[src/rtl/memctrl.sv]
// Single-port byte-wide memory controller arbitrating between instruction fetch and the load/store buffer.
// Multi-byte accesses are serialised into one RAM cycle per byte; reads are abortable on flush, stores are not.
module memctrl #(
  parameter int         BYTE_CNT_W = 3,
  parameter logic [1:0] IO_HI      = 2'b11
) (
  input  logic        clk_in,
  input  logic        rst_n_in,
  input  logic        rdy_in,
  input  logic        clear,
  input  logic        if_req,
  input  logic [31:0] if_addr,
  output logic        if_done,
  output logic [31:0] if_data,
  input  logic        re,
  input  logic        we,
  input  logic [31:0] addr,
  input  logic [1:0]  width,
  input  logic [31:0] store_val,
  output logic        ls_finished,
  output logic [31:0] read_val,
  input  logic [7:0]  mem_din,
  output logic [7:0]  mem_dout,
  output logic [31:0] mem_a,
  output logic        mem_wr,
  input  logic        io_buffer_full
);

  typedef enum logic [1:0] {IDLE, READ, WRITE} state_t;

  state_t                state, state_next;
  logic                  owner_lsb, last_grant_lsb, mem_wr_q;
  logic [31:0]           base, asm_q;
  logic [BYTE_CNT_W-1:0] n, issue_idx, cap_idx;

  logic                  lsb_pend, grant_lsb, grant_if, take_grant, req_write;
  logic                  io_stall_new, io_stall, read_last, write_last;
  logic [31:0]           req_addr, read_word;
  logic [BYTE_CNT_W-1:0] req_n, n_last, next_idx;

  always_ff @(posedge clk_in) begin
    if (!rst_n_in)
      state <= IDLE;
    else if (rdy_in)
      state <= state_next;
  end

  always_comb begin
    state_next = state;
    case (state)
      IDLE:    if (take_grant) state_next = req_write ? WRITE : READ;
      READ:    if (clear || read_last) state_next = IDLE;
      WRITE:   if (write_last) state_next = IDLE;
      default: state_next = IDLE;
    endcase
  end

  // Round-robin: on contention the requester that did not win last time gets the port.
  always_comb begin
    lsb_pend     = re | we;
    grant_lsb    = lsb_pend & (~if_req | ~last_grant_lsb);
    grant_if     = if_req & ~grant_lsb;
    take_grant   = (state == IDLE) & ~clear & (grant_lsb | grant_if);
    req_write    = grant_lsb & we;
    req_addr     = grant_if ? if_addr : addr;
    if (grant_if || width[1])
      req_n = BYTE_CNT_W'(4);
    else if (width[0])
      req_n = BYTE_CNT_W'(2);
    else
      req_n = BYTE_CNT_W'(1);
    io_stall_new = io_buffer_full & (req_addr[17:16] == IO_HI);
    io_stall     = io_buffer_full & (base[17:16] == IO_HI);
    n_last       = n - BYTE_CNT_W'(1);
    read_last    = (state == READ) & (cap_idx == n_last);
    write_last   = (state == WRITE) & mem_wr_q & (issue_idx == n_last);
    next_idx     = issue_idx + BYTE_CNT_W'(1);
    read_word    = asm_q;
    read_word[{cap_idx[1:0], 3'b000} +: 8] = mem_din;
  end

  assign mem_wr = mem_wr_q & rdy_in;

  // A write slot is only driven when the IO buffer can take it; a stalled slot is retried in place.
  always_ff @(posedge clk_in) begin
    if (!rst_n_in) begin
      mem_a          <= '0;
      mem_dout       <= '0;
      mem_wr_q       <= 1'b0;
      if_done        <= 1'b0;
      if_data        <= '0;
      ls_finished    <= 1'b0;
      read_val       <= '0;
      last_grant_lsb <= 1'b0;
      owner_lsb      <= 1'b0;
      base           <= '0;
      asm_q          <= '0;
      n              <= '0;
      issue_idx      <= '0;
      cap_idx        <= '0;
    end else if (rdy_in) begin
      if_done     <= 1'b0;
      ls_finished <= 1'b0;
      case (state)
        IDLE: begin
          if (take_grant) begin
            owner_lsb <= grant_lsb;
            base      <= req_addr;
            n         <= req_n;
            mem_a     <= req_addr;
            cap_idx   <= '0;
            asm_q     <= '0;
            if (req_write) begin
              issue_idx <= '0;
              mem_dout  <= store_val[7:0];
              mem_wr_q  <= ~io_stall_new;
            end else begin
              issue_idx <= BYTE_CNT_W'(1);
            end
          end
        end
        READ: begin
          if (!clear) begin
            asm_q <= read_word;
            if (read_last) begin
              last_grant_lsb <= owner_lsb;
              if (owner_lsb) begin
                read_val    <= read_word;
                ls_finished <= 1'b1;
              end else begin
                if_data <= read_word;
                if_done <= 1'b1;
              end
            end else begin
              cap_idx <= cap_idx + BYTE_CNT_W'(1);
              if (issue_idx < n) begin
                mem_a     <= base + 32'(issue_idx);
                issue_idx <= next_idx;
              end
            end
          end
        end
        WRITE: begin
          if (mem_wr_q) begin
            if (write_last) begin
              mem_wr_q       <= 1'b0;
              ls_finished    <= 1'b1;
              last_grant_lsb <= 1'b1;
            end else begin
              issue_idx <= next_idx;
              mem_a     <= base + 32'(next_idx);
              mem_dout  <= store_val[{next_idx[1:0], 3'b000} +: 8];
              mem_wr_q  <= ~io_stall;
            end
          end else if (!io_stall) begin
            mem_wr_q <= 1'b1;
          end
        end
        default: ;
      endcase
    end
  end

endmodule
[config.mk]
export PLATFORM = sky130hd
export DESIGN_NAME = memctrl
export DESIGN_NICKNAME = d
export VERILOG_FILES = /design/src/rtl/memctrl.sv
export SDC_FILE = /design/constraint.sdc
export NUM_CORES = 1
export LEC_CHECK = 0
export ABC_CLOCK_PERIOD_IN_PS = 8650
export CORE_ASPECT_RATIO = 1.1
export CORE_MARGIN = 2
export CORE_UTILIZATION = 45
export DETAILED_ROUTE_END_ITERATION = 12
export PLACE_DENSITY_LB_ADDON = 0.12
export SETUP_SLACK_MARGIN = 0.5
export SYNTH_ARGS = -nofsm -noshare
export SYNTH_HDL_FRONTEND = slang
export SYNTH_SLANG_ARGS = --single-unit
[constraint.sdc]
create_clock -name clk_in -period 8.65 [get_ports clk_in]
set_input_delay 1.73 -clock clk_in [delete_from_list [all_inputs] [get_ports clk_in]]
set_output_delay 1.73 -clock clk_in [all_outputs]
set_load 0.005 [all_outputs]
# After elaboration in Yosys (flattened, before gate mapping)
# Cells that the tools add are included.
# W data, S select, Z words.
dict set report word_totals {
  ff_bits 184
  in_bits 114
  output_inout_bits 107
  elab_cells 136
}
dict set report classes {
  addsub 6
  magnitude_cmp 1
  n_eq_ne 16
  n_shift 3
  n_mux 57
  n_bitwise 21
  n_reduce_logical 17
}
# operator n
set ops {}
lappend ops {{$mux W32} 9}
lappend ops {{$pmux W32 S3} 1}
lappend ops {{$add A32 B3 Y32} 2}
lappend ops {{$pmux W32 S2} 1}
lappend ops {{$bwmux W32} 1}
lappend ops {{$mux W8} 4}
lappend ops {{$shift A8 B7 Y32 const A} 1}
lappend ops {{$shiftx A32 B6 Y8} 1}
lappend ops {{$shiftx A8 B7 Y32} 1}
lappend ops {{$mux W3} 10}
lappend ops {{$mux W1} 19}
lappend ops {{$ne A2 B2 Y1 const B} 9}
lappend ops {{$pmux W8 S2} 1}
lappend ops {{$reduce_and A5 Y1} 3}
lappend ops {{$reduce_and A4 Y1} 3}
lappend ops {{$reduce_and A6 Y1} 2}
lappend ops {{$and A1 B1 Y1} 11}
lappend ops {{$mux W2} 5}
lappend ops {{$pmux W3 S3} 1}
lappend ops {{$reduce_and A8 Y1} 1}
lappend ops {{$neg A5 Y7} 1}
lappend ops {{$not A1 Y1} 7}
lappend ops {{$add A3 B1 Y3 const B} 2}
lappend ops {{$eq A2 B2 Y1 const B} 3}
lappend ops {{other kinds (14)} 22}

# Logic depth before layout (Yosys ltp)
dict set report depth {
  ltp_word 12
  depth_mapped 12
  depth_no_buf 12
}

# Worst setup path after synthesis
# Ideal clock, no wire load.
dict set report synth_timing {
  path_type {input to output}
  start {input port rdy_in}
  end {output port mem_wr}
  t_arrival_ps 1873
  required_time_ps 6920
  setup_slack_ps 5047
  path_stages 1
  n_path_buf 0
  cell_sequence {and2_1}
}
dict set report synth_between {
  elab_chain_len 1
}
# element line_no
set synth_lines {}
lappend synth_lines {{from (decl)} 9} ;# input logic rdy_in,
lappend synth_lines {{$and A1 B1 Y1} 82} ;# assign mem_wr = mem_wr_q & rdy_in;
lappend synth_lines {{to (decl)} 25} ;# output logic mem_wr,
# No other way between the ends.

# Worst setup path after layout
# Same ends and word-level chain as after synthesis.

==> results_dict.tcl <==
set metrics [dict create \
    outcome "finished clean" \
    crit_path_max_incr_delay_ns 0.68 \
    cap_viol_max_count 0 \
    cts_setup_buffers 0 \
    cts_buffers 17 \
    layout-drive-gt1-share_pct 6.51 \
    fmax_ghz 0.206 \
    vdd_drop_max_uv 124 \
    cts_root_buf "clkbuf_16" \
    drt-initial-drc-count 437 \
    crit_type "in -> out" \
    die_area_um2 21900 \
    clk_path_buf_depth 2 \
    cts_max_level 4 \
    initial_core_util_pct 45.6 \
    period_minus_slack_ns 4.86 \
    tns_ns 0 \
    setup_viol 0 \
    dp_cells 1452 \
    grt_pass1_wl_mm 39.0 \
    synthCells 1046 \
    ys_seq_area_share_pct 39.5 \
    drt-pass1-iter-count 5 \
    layoutNonFillerInstCount 1485 \
    worst_pin_slew_ns 1.12 \
    avgViaCountPerCell 5.49 \
    skew_ns 0.0123 \
    grt_max_degree 118 \
    die_w_um 141 \
    rows 55 \
    crit_path_frequent_cell "clkdlybuf4s50_1" \
    cts.sinks 184 \
    rsz0062_at_grt "no" \
    cp_cell_sequence "clkdlybuf4s50_1 > and2_1 > clkdlybuf4s50_1" \
    routedWlPerCell_um 16.3 \
    fill_cells 1876 \
    routed_wl_mm 24.3 \
    synth-edff-count 0 \
    tritoncts "done" \
    cp_data_arrival_time_ns 3.13 \
    clkTransAtPathRegs_ns 0.07 \
    hp-class "reg -> reg" \
    cp_slowest_cell "clkdlybuf4s50_1" \
    end_kind "output pin" \
    cp_data_required_time_ns 6.92 \
    fin_crit_sh_pct 56.1 \
    critPathLaunchType "input pin" \
    io_pins 221 \
    synth_most_common_cell "dfxtp_1" \
    crit_fanout 8 \
    synth_top_cell_area_share_pct 39.5 \
    die_h_um 155 \
    slew_viol_final 0 \
    power.density_nw_per_um2 159 \
    slew_headroom_pct 25.3 \
    ys_ff_latch 184 \
    synth_area_um2 9330 \
    antenna_found_initial 1 \
    track_usage_pct 22.0 \
    place.gp.congestion 0.834 \
    yosysWarnings 0 \
    p_leak_nw 5.50 \
    finalPower_w 0.00192 \
    drc 0 \
    overflow 0 \
    final_util_pct 59.3 \
    vias 8156 \
    synth_common_cells "dfxtp_1 (184), nand2_1 (145), o211a_1 (91)" \
    synthesis.nets 1180 \
    yosys_most_used_dff "dfxtp_1" \
    synth_top_area_cell "dfxtp_1" \
    hpwlAfterDp_mm 16.9 \
    portBuffers 220 \
    synth_cell_types 63 \
    ctsResizeCount 0 \
    avgSynthCellArea_um2 8.92 \
    async_flop_share_pct 0 \
    final_nets 1349 \
    cts_hold_buf 0 \
    core-area_um2 20400 \
    hold_viol 0 \
    synthTopCellsByArea "dfxtp_1 (40%), o211a_1 (9.8%), nand2_1 (5.8%)" \
    ant_nets 0 \
    grt_pass1_vias 7538 \
    clock_latency_ns 0.44 \
    syn_to_final_growth_pct 30.0 \
]
[path summary, 6_finish.rpt]
path,startpoint,to,slack (ns),cells after the start
setup / recovery,rdy_in,mem_wr,3.79,3
hold / removal,mem_a[9],mem_a[9],0.46,2
setup reg to reg,issue_idx[0],mem_a[24],4.80,10
hold reg to reg,mem_a[9],mem_a[9],0.46,2
[layout by cell type (no fill, tap or decap), types with 19 or more instances in the layout]
cell type / instances
a21boi_0: 26
a21oi_1: 57
and2_1: 35
clkdlybuf4s50_1: 219
dfxtp_1: 184
ha_1: 19
mux2_2: 20
mux2i_1: 35
nand2_1: 144
nand3_1: 64
nor2_1: 32
nor2b_1: 44
o211a_1: 91
o21ai_0: 48
xor2_1: 24
[report_power, final]
part	switching, W	internal, W	total [W]
clock network	0.000344	0.000379	0.000723
logic	0.000144	0.000146	0.000290
registers	0.0000296	0.000879	0.000908
[critical path: cells and delay by family]
kind / cells / cell delay, ns
and+or+nand+nor: 1 / 0.18
buffers and inverters: 2 / 1.21
[cells by family (layout without fill, tap and decap cells)]
kind of cell | Yosys count | count (layout) | share of synthesized area, %
mux | 55 | 55 | 6.17
buf+inv | 94 | 276 | 4.39
fa+ha+maj | 20 | 20 | 2.76
other cells | 0 | 1 | 0
simple gates | 376 | 376 | 20.7
flops | 184 | 184 | 39.5
compound gates | 281 | 281 | 23.0
xor+xnor | 36 | 36 | 3.54
[metal layers]
layer  track usage [%]  vias up  routed length [um]
met4              8.05        0                 655
met2              37.1      185               11900
met5                 0        -                   0
met1              27.3     3865               10500
met3              5.26       41                1200
li1                  -     4065                   -
[area by class of cell]
type	instances	area, um^2	share of cell area [%]
diodes	1	2.50	0.0206
clock buffers	20	447	3.68
clock inverters	12	95.1	0.784
inverters	16	60.1	0.495
multi-input cells	768	5250	43.3
flip-flops and latches	184	3680	30.4
well taps	256	320	2.64
repair buffers	228	2260	18.7
[flip-flops by register name (all words and copies together), names as in the netlist]
name,flops
issue_idx,3
mem_a,32
state,2
read_val,32
cap_idx,3
ls_finished,1
n,3
owner_lsb,1
base,32
mem_wr_q,1
if_done,1
asm_q,32
if_data,32
last_grant_lsb,1
mem_dout,8
[per-stage QoR]
step           hold slack (ns)  worst slack, ns  area (um^2)
2_1_floorplan            0.441             5.05         9330
3_3_place_gp             0.442             3.80        11600
3_5_place_dp             0.446             3.80        11600
4_1_cts                  0.456             3.80        12100
5_1_grt                  0.484             3.77        12100
6_report                 0.456             3.79        12100
Note: power is estimated with default switching activity, not from simulation.
